$ cat src/rtl/energy_term_streamer.sv
// rtl/energy_term_streamer.sv - latches signed energy terms and streams them into the accumulator
// Outputs are combinational decodes of state, index, shadow terms, hold_i and abort_i.
module energy_term_streamer #(
    parameter int NUM_TERMS = 16,
    parameter int OUT_WIDTH = 16
) (
    input  logic                           clk_i,
    input  logic                           rst_ni,
    input  logic                           start_i,
    input  logic [NUM_TERMS*OUT_WIDTH-1:0] terms_i,
    input  logic                           hold_i,
    input  logic                           abort_i,
    output logic                           busy_o,
    output logic                           clear_o,
    output logic                           en_o,
    output logic                           valid_o,
    output logic signed [OUT_WIDTH-1:0]    data_o,
    output logic                           last_o,
    output logic                           done_o
);

    localparam int IDX_WIDTH = (NUM_TERMS > 1) ? $clog2(NUM_TERMS) : 1;
    localparam logic [IDX_WIDTH-1:0] LAST_IDX = IDX_WIDTH'(NUM_TERMS - 1);

    typedef enum logic [1:0] {
        S_IDLE   = 2'd0,
        S_CLEAR  = 2'd1,
        S_STREAM = 2'd2,
        S_DONE   = 2'd3
    } state_e;

    state_e                 state_q, state_d;
    logic [IDX_WIDTH-1:0]   idx_q, idx_d;
    logic [OUT_WIDTH-1:0]   shadow_q [NUM_TERMS];
    logic [OUT_WIDTH-1:0]   shadow_d [NUM_TERMS];

    logic stream_beat;
    logic final_beat;

    // A beat is only offered when neither back-pressure nor abort is present.
    assign stream_beat = (state_q == S_STREAM) && !hold_i && !abort_i;
    assign final_beat  = stream_beat && (idx_q == LAST_IDX);

    assign busy_o  = (state_q != S_IDLE);
    assign clear_o = (state_q == S_CLEAR);
    assign en_o    = (state_q == S_STREAM);
    assign valid_o = stream_beat;
    assign last_o  = final_beat;
    assign done_o  = (state_q == S_DONE) && !abort_i;
    assign data_o  = stream_beat ? shadow_q[idx_q] : '0;

    always_comb begin
        state_d  = state_q;
        idx_d    = idx_q;
        shadow_d = shadow_q;
        case (state_q)
            S_IDLE: begin
                if (start_i) begin
                    for (int k = 0; k < NUM_TERMS; k++) begin
                        shadow_d[k] = terms_i[k*OUT_WIDTH +: OUT_WIDTH];
                    end
                    state_d = S_CLEAR;
                end
            end
            S_CLEAR: begin
                idx_d   = '0;
                state_d = abort_i ? S_IDLE : S_STREAM;
            end
            S_STREAM: begin
                if (abort_i) begin
                    idx_d   = '0;
                    state_d = S_IDLE;
                end else if (final_beat) begin
                    idx_d   = '0;
                    state_d = S_DONE;
                end else if (stream_beat) begin
                    idx_d = idx_q + IDX_WIDTH'(1);
                end
            end
            S_DONE: begin
                idx_d   = '0;
                state_d = S_IDLE;
            end
            default: begin
                idx_d   = '0;
                state_d = S_IDLE;
            end
        endcase
    end

    always_ff @(posedge clk_i or negedge rst_ni) begin
        if (!rst_ni) begin
            state_q <= S_IDLE;
            idx_q   <= '0;
            for (int k = 0; k < NUM_TERMS; k++) begin
                shadow_q[k] <= '0;
            end
        end else begin
            state_q  <= state_d;
            idx_q    <= idx_d;
            shadow_q <= shadow_d;
        end
    end

endmodule

$ cat config.mk
export PLATFORM = sky130hd
export DESIGN_NAME = energy_term_streamer
export DESIGN_NICKNAME = d
export VERILOG_FILES = /design/src/rtl/energy_term_streamer.sv
export SDC_FILE = /design/constraint.sdc
export NUM_CORES = 1
export LEC_CHECK = 0
export CORE_AREA = 2 2 158 160
export CTS_BUF_LIST = sky130_fd_sc_hd__clkbuf_4 sky130_fd_sc_hd__clkbuf_8 sky130_fd_sc_hd__clkbuf_16
export CTS_CLUSTER_DIAMETER = 200
export DETAILED_ROUTE_END_ITERATION = 7
export DIE_AREA = 0 0 160 162
export PLACE_DENSITY_LB_ADDON = 0.05
export REMOVE_ABC_BUFFERS = 1
export SLEW_MARGIN = 20
export SYNTH_ARGS = -nofsm -noshare
export SYNTH_HDL_FRONTEND = slang
export SYNTH_SLANG_ARGS = --single-unit
$ cat constraint.sdc
create_clock -name clk_i -period 2.5 [get_ports clk_i]
set_input_delay 0.375 -clock clk_i [delete_from_list [all_inputs] [get_ports clk_i]]
set_output_delay 0.375 -clock clk_i [all_outputs]
set_load 0.005 [all_outputs]
==> After elaboration in Yosys (flattened, before gate mapping) <==
Cells that the tools add are included.
{ "word_totals": {"ff_bits": 262, "inputBits": 261, "output_inout_bits": 22, "elab_cells": 54} }
{ "classes": {"add_sub_neg": 1, "n_lt_le_gt_ge": 1, "eq_ne": 7, "mux": 13, "bitwise_logic": 1, "reduce_logical": 13} }
{ "op_table": {"columns": ["cell", "count"], "rows": [
  ["$bmux 16 s4", 1],
  ["$mux 16", 3],
  ["$mux 4", 3],
  ["$mux 2", 4],
  ["$pmux 2 s4", 1],
  ["$pmux 4 s2", 1],
  ["$reduce_and 2->1", 3],
  ["$ge 5x5->1 const B", 1],
  ["$not 4->5", 1],
  ["$add 4x1->4 const B", 1],
  ["$eq 2x2->1 const B", 2],
  ["$eq 4x4->1 const B", 1],
  ["$logic_and 1x1->1", 4],
  ["$ne 4x2->1 const B", 1],
  ["$reduce_bool 2->1", 2],
  ["$ne 3x2->1 const B", 1],
  ["$eq 2x1->1 const B", 1],
  ["$logic_not 1->1", 2],
  ["$logic_not 2->1", 1],
  ["$ne 2x2->1 const B", 1],
  ["$reduce_or 2->1", 1]
]} }

==> Longest topological paths before layout <==
Gate-level depths: netlist (run 1).
{ "logic_depth": {"ltp_word": 7, "ltp_mapped": 7, "depth_no_buf": 4} }

==> Worst setup path after synthesis (run 1) <==
OpenSTA, ideal clock, no wires.
{ "synth_timing": {"path_type": "register -> output", "startpoint": "reg idx_q[1]", "endpoint": "out data_o[10]", "t_arrival_ns": 1.496, "slack_ns": 0.629, "path_stages_with_launch": 7, "path_buffers": 3, "cell_sequence": "dfrtp_1 > buf_2 > buf_2 > clkbuf_1 > mux4_2 > nand2_1 > o211ai_2"} }
{ "synth_via": {"elab_chain_cells": 5} }
{ "synth_rtl": {"columns": ["element", "line", "source"], "rows": [
  ["start, declared", "33", "logic [IDX_WIDTH-1:0] idx_q, idx_d;"],
  ["start signal, assigned", "100", "idx_q <= idx_d;"],
  ["$not 4->5 (not written as such)", "50", "assign data_o = stream_beat ? shadow_q[idx_q] : '0;"],
  ["$bmux 16 s4", "50", null],
  ["$mux 16 (not written as such) (2 in series)", "50", null],
  ["$mux 16", "50", null],
  ["end, declared", "17", "output logic signed [OUT_WIDTH-1:0] data_o,"]
]} }
No other way between the ends. The select of a mux whose other input is x is not followed.

==> Worst setup path in the final report (run 1) <==
{ "layout_timing": {"startpoint": "reg idx_q[0]", "endpoint": "out data_o[8]"} }
The elaborated chain is that of the path after synthesis.

==> results_dict.tcl, run 1 <==
set metrics [dict create \
    synthCells 772 \
    root_buffer "clkbuf_16" \
    grt-ovfl-total 0 \
    power_mw 13.5 \
    start_util 0.497 \
    worstMarginPinSlew_ps 635 \
    ys_ff_latch 262 \
    synthAdderAreaFrac 0.00104 \
    grt_use_met2 0.412 \
    ir_worst_vdd_v 0.000485 \
    drt_iter0_markers 422 \
    fmax_mhz 365 \
    clock_path_buffers 3 \
    grt_pass1_wl_microns 49200 \
    placed_cell_area_sq_mm 0.0154 \
    synth_simple_gate_area_frac 0.0237 \
    place_hpwl_microns 20800 \
    synthMuxAreaShare 0.359 \
    slew_viol_final 0 \
    clk_latency_ps 540 \
    numPortBuffers 282 \
    busiest_layer "met2" \
    nets 1380 \
    route.vias.total 7941 \
    die_width_microns 160 \
    drc_errors 0 \
    grt_usage 0.244 \
    worstSetupStartpointType "flip-flop" \
    drive_above_1_share 0.445 \
    htreeDepth 1 \
    yosysSeqAreaShare 0.548 \
    fin_area_sq_mm 0.0172 \
    synth_compound_area_frac 0.0403 \
    clkTransAtPathRegs_ps 60 \
    path_max_fanout 4 \
    fin_crit_ps 2740 \
    gp_congestion 0.747 \
    cts_num_sinks 262 \
    syn_to_final_growth_pct 43.6 \
    drt-pass1-iter-count 4 \
    setup_viol 16 \
    grt_max_degree 76 \
    hold_viol 0 \
    slew_headroom 0.576 \
    wl_per_cell_microns 21.2 \
    netlist_area_sq_mm 0.0120 \
    fin_util 0.714 \
    p_leak_nw 6.86 \
    violations "setup timing" \
    worstPathArrival_ps 2370 \
    powerDensity_mw_per_mm2 784 \
    period_share 1.10 \
    use_met1 0.327 \
    die_h_microns 162 \
    cts_made_buffers 29 \
    fin_skew_ps 12.3 \
    grt_pass1_vias 8712 \
    max_cap_violations 0 \
    yosysWarnings 0 \
    fp-row-count 57 \
    die-area_sq_mm 0.0259 \
    synthXorXnorAreaFrac 0 \
    min_path_type "input pin to async pin" \
    dpl_worst_slack_ps -501 \
    crit_path_end_kind "primary output" \
    totalWireLength_microns 31000 \
    outcome "complete, but fails checks" \
    layout_setup_ws_ps -241 \
    grtUsageMet3 0.0521 \
    avgSynthCellArea_sq_um 15.5 \
    required_ps 2120 \
    cts_tree "built" \
    rsz0062_at_grt "yes" \
    vias_per_cell 5.42 \
    io_pins 283 \
    core_area_sq_mm 0.0241 \
    critPathKind "flip-flop to primary output" \
    antenna_left 0 \
    synth_top_family_by_area "multiplexers" \
    antenna_found_initial 2 \
    synth_cell_types 31 \
]
==> cell usage in the layout, fill, tap and decap left out, types with 3 or more instances in the layout <==
cell	Yosys	routed
nand3_1	18	15
mux2i_4	0	4
nor2_1	4	3
buf_6	4	11
mux2_2	235	235
buf_16	0	5
clkbuf_8	0	5
clkbuf_16	0	29
buf_8	0	3
mux2_1	21	21
a22oi_2	0	29
nand3_2	0	3
dfrtp_1	262	260
o211ai_2	14	14
mux2i_1	33	28
mux4_2	48	48
clkinv_2	0	9
a22oi_1	32	3
bufinv_16	0	5
buf_12	0	24
nand2_1	21	19
buf_2	35	17
buf_4	12	47
clkdlybuf4s50_1	0	263
==> final timing paths <==
check | start | endpoint | slack (ps) | cells past startpoint
min in group clk_i | terms_i[192] | shadow_q[48] | 440 | 2
max in group asynchronous | rst_ni | shadow_q[238] | 1370 | 3
worst min register to register | shadow_q[240] | shadow_q[240] | 480 | 1
worst min-delay path | rst_ni | shadow_q[77] | 410 | 2
worst max-delay path | idx_q[0] | data_o[8] | -240 | 7
worst max register to register | state_q[1] | shadow_q[156] | 620 | 5
==> routing by layer <==
| metal | part of all wire | wire length [microns] |
|---|---|---|
| met1 | 0.43 | 13200 |
| met2 | 0.49 | 15200 |
| met3 | 0.061 | 1900 |
| met4 | 0.023 | 724 |
| met5 | 0.00042 | 13 |
==> worst max-delay path, cell delays in order, from the launching register on <==
cell and delay [ps]:
dfrtp_4 530, buf_16 170, buf_12 120, buf_12 110, mux4_2 460, a22oi_2 160, o211ai_2 140, buf_2 150
==> metrics by stage <==
| step | setup TNS, ps | hold slack [ps] | instances |
|---|---|---|---|
| 5_1_grt | -3910 | 433 | 1465 |
| 4_1_cts | -3400 | 428 | 1463 |
| 3_3_place_gp | -7420 | 404 | 1365 |
| 2_1_floorplan | -2616860 | 79.4 | 715 |
| 3_5_place_dp | -7530 | 404 | 1365 |
| 6_report | -2670 | 415 | 1465 |
==> state kept, by name (all words and copies together), names as in the netlist <==
register	cells
idx_q	4
state_q	2
shadow_q	256
==> kinds of logic (layout without fill, tap and decap cells) <==
logic type      after synthesis  after routing
fa+ha+maj                     1              1
compound gates               56             56
other cells                   0              1
flops                       262            262
simple gates                 56             56
mux                         337            337
buf+inv                      60            428
==> power by group <==
part           internal, mW  switching, mW  leakage (nW)
logic                  2.05           1.16          3.28
registers              5.24          0.503          3.06
clock network          2.81           1.74         0.513
total                  10.1           3.40          6.86
==> synth_stat cells (all sizes together) <==
library cell	number	area share
nor2	4	0.0013
a21oi	2	0.00084
nor4b	1	0.0020
o21ba	1	0.00084
mux2i	33	0.028
a22oi	32	0.020
or2	1	0.00052
nand3	18	0.0075
nand2b	2	0.0010
mux4	48	0.090
ha	1	0.0010
clkbuf	6	0.0019
nand4	1	0.00052
and3	2	0.0010
dfrtp	262	0.55
nor2b	3	0.0016
mux2	256	0.24
o21ai	2	0.00084
buf	51	0.026
a31oi	2	0.0010
o211ai	16	0.016
and2b	1	0.00063
and2	2	0.0010
nand2	21	0.0066
clkinv	1	0.00031
o32a	1	0.00084
inv	2	0.00063
==> layout make-up <==
cell class	instances	area (sq um)
repair buffers	372	3880
multi-input cells	450	5320
inverters	3	11.3
well taps	324	405
fillers	1676	6910
clock inverters	17	219
diodes	1	2.50
flip-flops and latches	262	6560
clock buffers	36	810
==> repair_timing <==
action / in CTS / in global routing
pin swaps: 41 / 27
endpoints found under the setup margin: 17 / 17
hold buffers: 1 / 0
setup buffers: 39 / 3
hold endpoints to repair: 67 / 0
gates resized for setup: 127 / 17
cloned: 5 / 0
Note: power is estimated with default switching activity, not from simulation.
==> inputs of run 2 (changes only) <==
MAX_ROUTING_LAYER = met4   (was not set)
==> run 2 against run 1 <==
The run still ends with setup timing left. Worst setup slack gained 11 ps. Register-to-register slack about the same. Worst hold slack got worse by 4.5 ps. Sequential cell count is the same. Non-clock buffer count grew 1. Critical path depth stayed put. Combinational power is essentially flat. Final area is essentially flat. Highest routed layer is now met4. Core utilization is 0.057 points higher. Sequential power barely moved. Global-route usage is 0.73 points higher. Largest power group unchanged. Routed wire length hardly changed.
==> results_dict.tcl, run 2 (synthesized netlist as in run 1, its figures left out) <==
set metrics [dict create \
    outcome "complete, but fails checks" \
    violations "setup timing" \
    die_width_microns 160 \
    layout_setup_ws_ps -230 \
    die-area_sq_mm 0.0259 \
    gp_congestion 0.757 \
    min_path_type "input pin to async pin" \
    cts_num_sinks 262 \
    ir_worst_vdd_v 0.000487 \
    finalSetupTns_ps -2710 \
    grt_max_degree 76 \
    clock_path_buffers 3 \
    powerDensity_mw_per_mm2 784 \
    path_max_fanout 4 \
    htreeDepth 1 \
    drive_above_1_share 0.445 \
    reg.largest.list "shadow_q (256), idx_q (4), state_q (2)" \
    required_ps 2120 \
    placed_cell_area_sq_mm 0.0154 \
    drt_iter0_markers 394 \
    largest_reg_flops 256 \
    die_h_microns 162 \
    max_stage_delay_ps 530 \
    cts_tree "built" \
    drc_errors 0 \
    final_common_cell "clkdlybuf4s50_1" \
    core_area_sq_mm 0.0241 \
    worstSetupStartpointType "flip-flop" \
    crit_family "flip-flops" \
    crit_slowest_cell "dfrtp_4" \
    drt-pass1-iter-count 4 \
    grt_pass1_wl_microns 49100 \
    fin_area_sq_mm 0.0172 \
    worstMarginPinSlew_ps 633 \
    clkTransAtPathRegs_ps 60 \
    slew_viol_final 0 \
    fmax_mhz 366 \
    slew_headroom 0.578 \
    most-common-layout-cells "263 x clkdlybuf4s50_1, 260 x dfrtp_1, 235 x mux2_2, 48 x mux4_2, 48 x buf_4" \
    syn_to_final_growth_pct 43.8 \
    fin_crit_ps 2730 \
    cp_num_buf_inv 4 \
    antenna_found_initial 2 \
    path_common_cell "buf_12" \
    clk_latency_ps 540 \
    hold_viol 0 \
    antenna_left 0 \
    period_share 1.09 \
    grt-ovfl-total 0 \
    fp-row-count 57 \
    worstPathArrival_ps 2360 \
    totalWireLength_microns 31000 \
    critPathKind "flip-flop to primary output" \
    route.vias.total 7933 \
    vias_per_cell 5.41 \
    whs_ps 410 \
    grt_pass1_vias 8728 \
    crit_chain "buf_16 > buf_12 > buf_12 > mux4_2 > a22oi_2 > o211ai_2 > buf_2" \
    nets 1381 \
    p_leak_nw 6.86 \
    numPortBuffers 282 \
    place_hpwl_microns 20800 \
    rsz0062_at_grt "yes" \
    root_buffer "clkbuf_16" \
    top_register "shadow_q" \
    crit_path_end_kind "primary output" \
    grt_usage 0.251 \
    setup_viol 16 \
    io_pins 283 \
    cts_made_buffers 29 \
    fin_skew_ps 7.10 \
    wl_per_cell_microns 21.1 \
    start_util 0.497 \
    max_cap_violations 0 \
]
-- run 2: changes by cell type in the layout (fill, tap and decap cells not counted) --
cell	delta
buf_8	+1
buf_4	+1
buf_6	-1
diode_2	+1
-- run 2: final cells by class --
class / instances / area [sq um]
Tap cell: 324 / 405
Antenna cell: 2 / 5.00
Sequential cell: 262 / 6560
Multi-Input combinational cell: 450 / 5320
Clock buffer: 36 / 810
Timing Repair Buffer: 373 / 3890
Fill cell: 1673 / 6890
Clock inverter: 17 / 219
Inverter: 3 / 11.3
-- run 2: what timing repair did --
item	in CTS	in global routing
cloned	5	0
setup buffers	39	4
resized for setup	127	18
endpoints found under the setup margin	17	17
endpoints found under the hold margin	67	0
hold buffers	1	0
pin swaps	41	27
-- run 2: worst reg2reg max path, cell delays in order (launching register included) --
cell	delay, ps
dfrtp_1	420
nor4b_4	370
buf_4	180
buf_4	120
nand4_1	120
buf_4	160
buf_4	130
a31oi_1	170
mux2i_1	100
-- run 2: worst paths after layout --
kind / depth (start not counted) / end / slack, ps / from
max: 7 / data_o[8] / -230 / idx_q[0]
min: 2 / shadow_q[77] / 410 / rst_ni
max reg2reg: 8 / idx_q[3] / 610 / state_q[0]
min reg2reg: 1 / shadow_q[255] / 490 / shadow_q[255]
max in group asynchronous: 3 / shadow_q[30] / 1370 / rst_ni
min in group clk_i: 2 / shadow_q[48] / 450 / terms_i[192]
-- run 2: routing by layer --
| layer | share of wire | global-route usage | wire length [microns] | vias to the layer above |
|---|---|---|---|---|
| met5 | 0 | - | 0 | - |
| met4 | 0.022 | 0.0561 | 680 | 0 |
| met3 | 0.060 | 0.0523 | 1850 | 40 |
| met2 | 0.49 | 0.412 | 15300 | 236 |
| met1 | 0.42 | 0.326 | 13200 | 4070 |
| li1 | - | - | - | 3587 |
-- run 2: power by group --
part / internal (mW) / switching, mW
Combinational: 2.05 / 1.16
Clock: 2.81 / 1.75
Sequential: 5.24 / 0.502
-- run 2: per-stage QoR --
step | power (mW) | std cells | utilization | setup WS [ps]
final | 13.5 | 1467 | 0.714 | -230
after global routing | 14.1 | 1467 | 0.714 | -295
after CTS | 13.6 | 1463 | 0.712 | -277
after detailed placement | 8.66 | 1365 | 0.639 | -501
after global placement | 8.59 | 1365 | 0.639 | -500
after floorplan | 7.75 | 715 | - | -10110
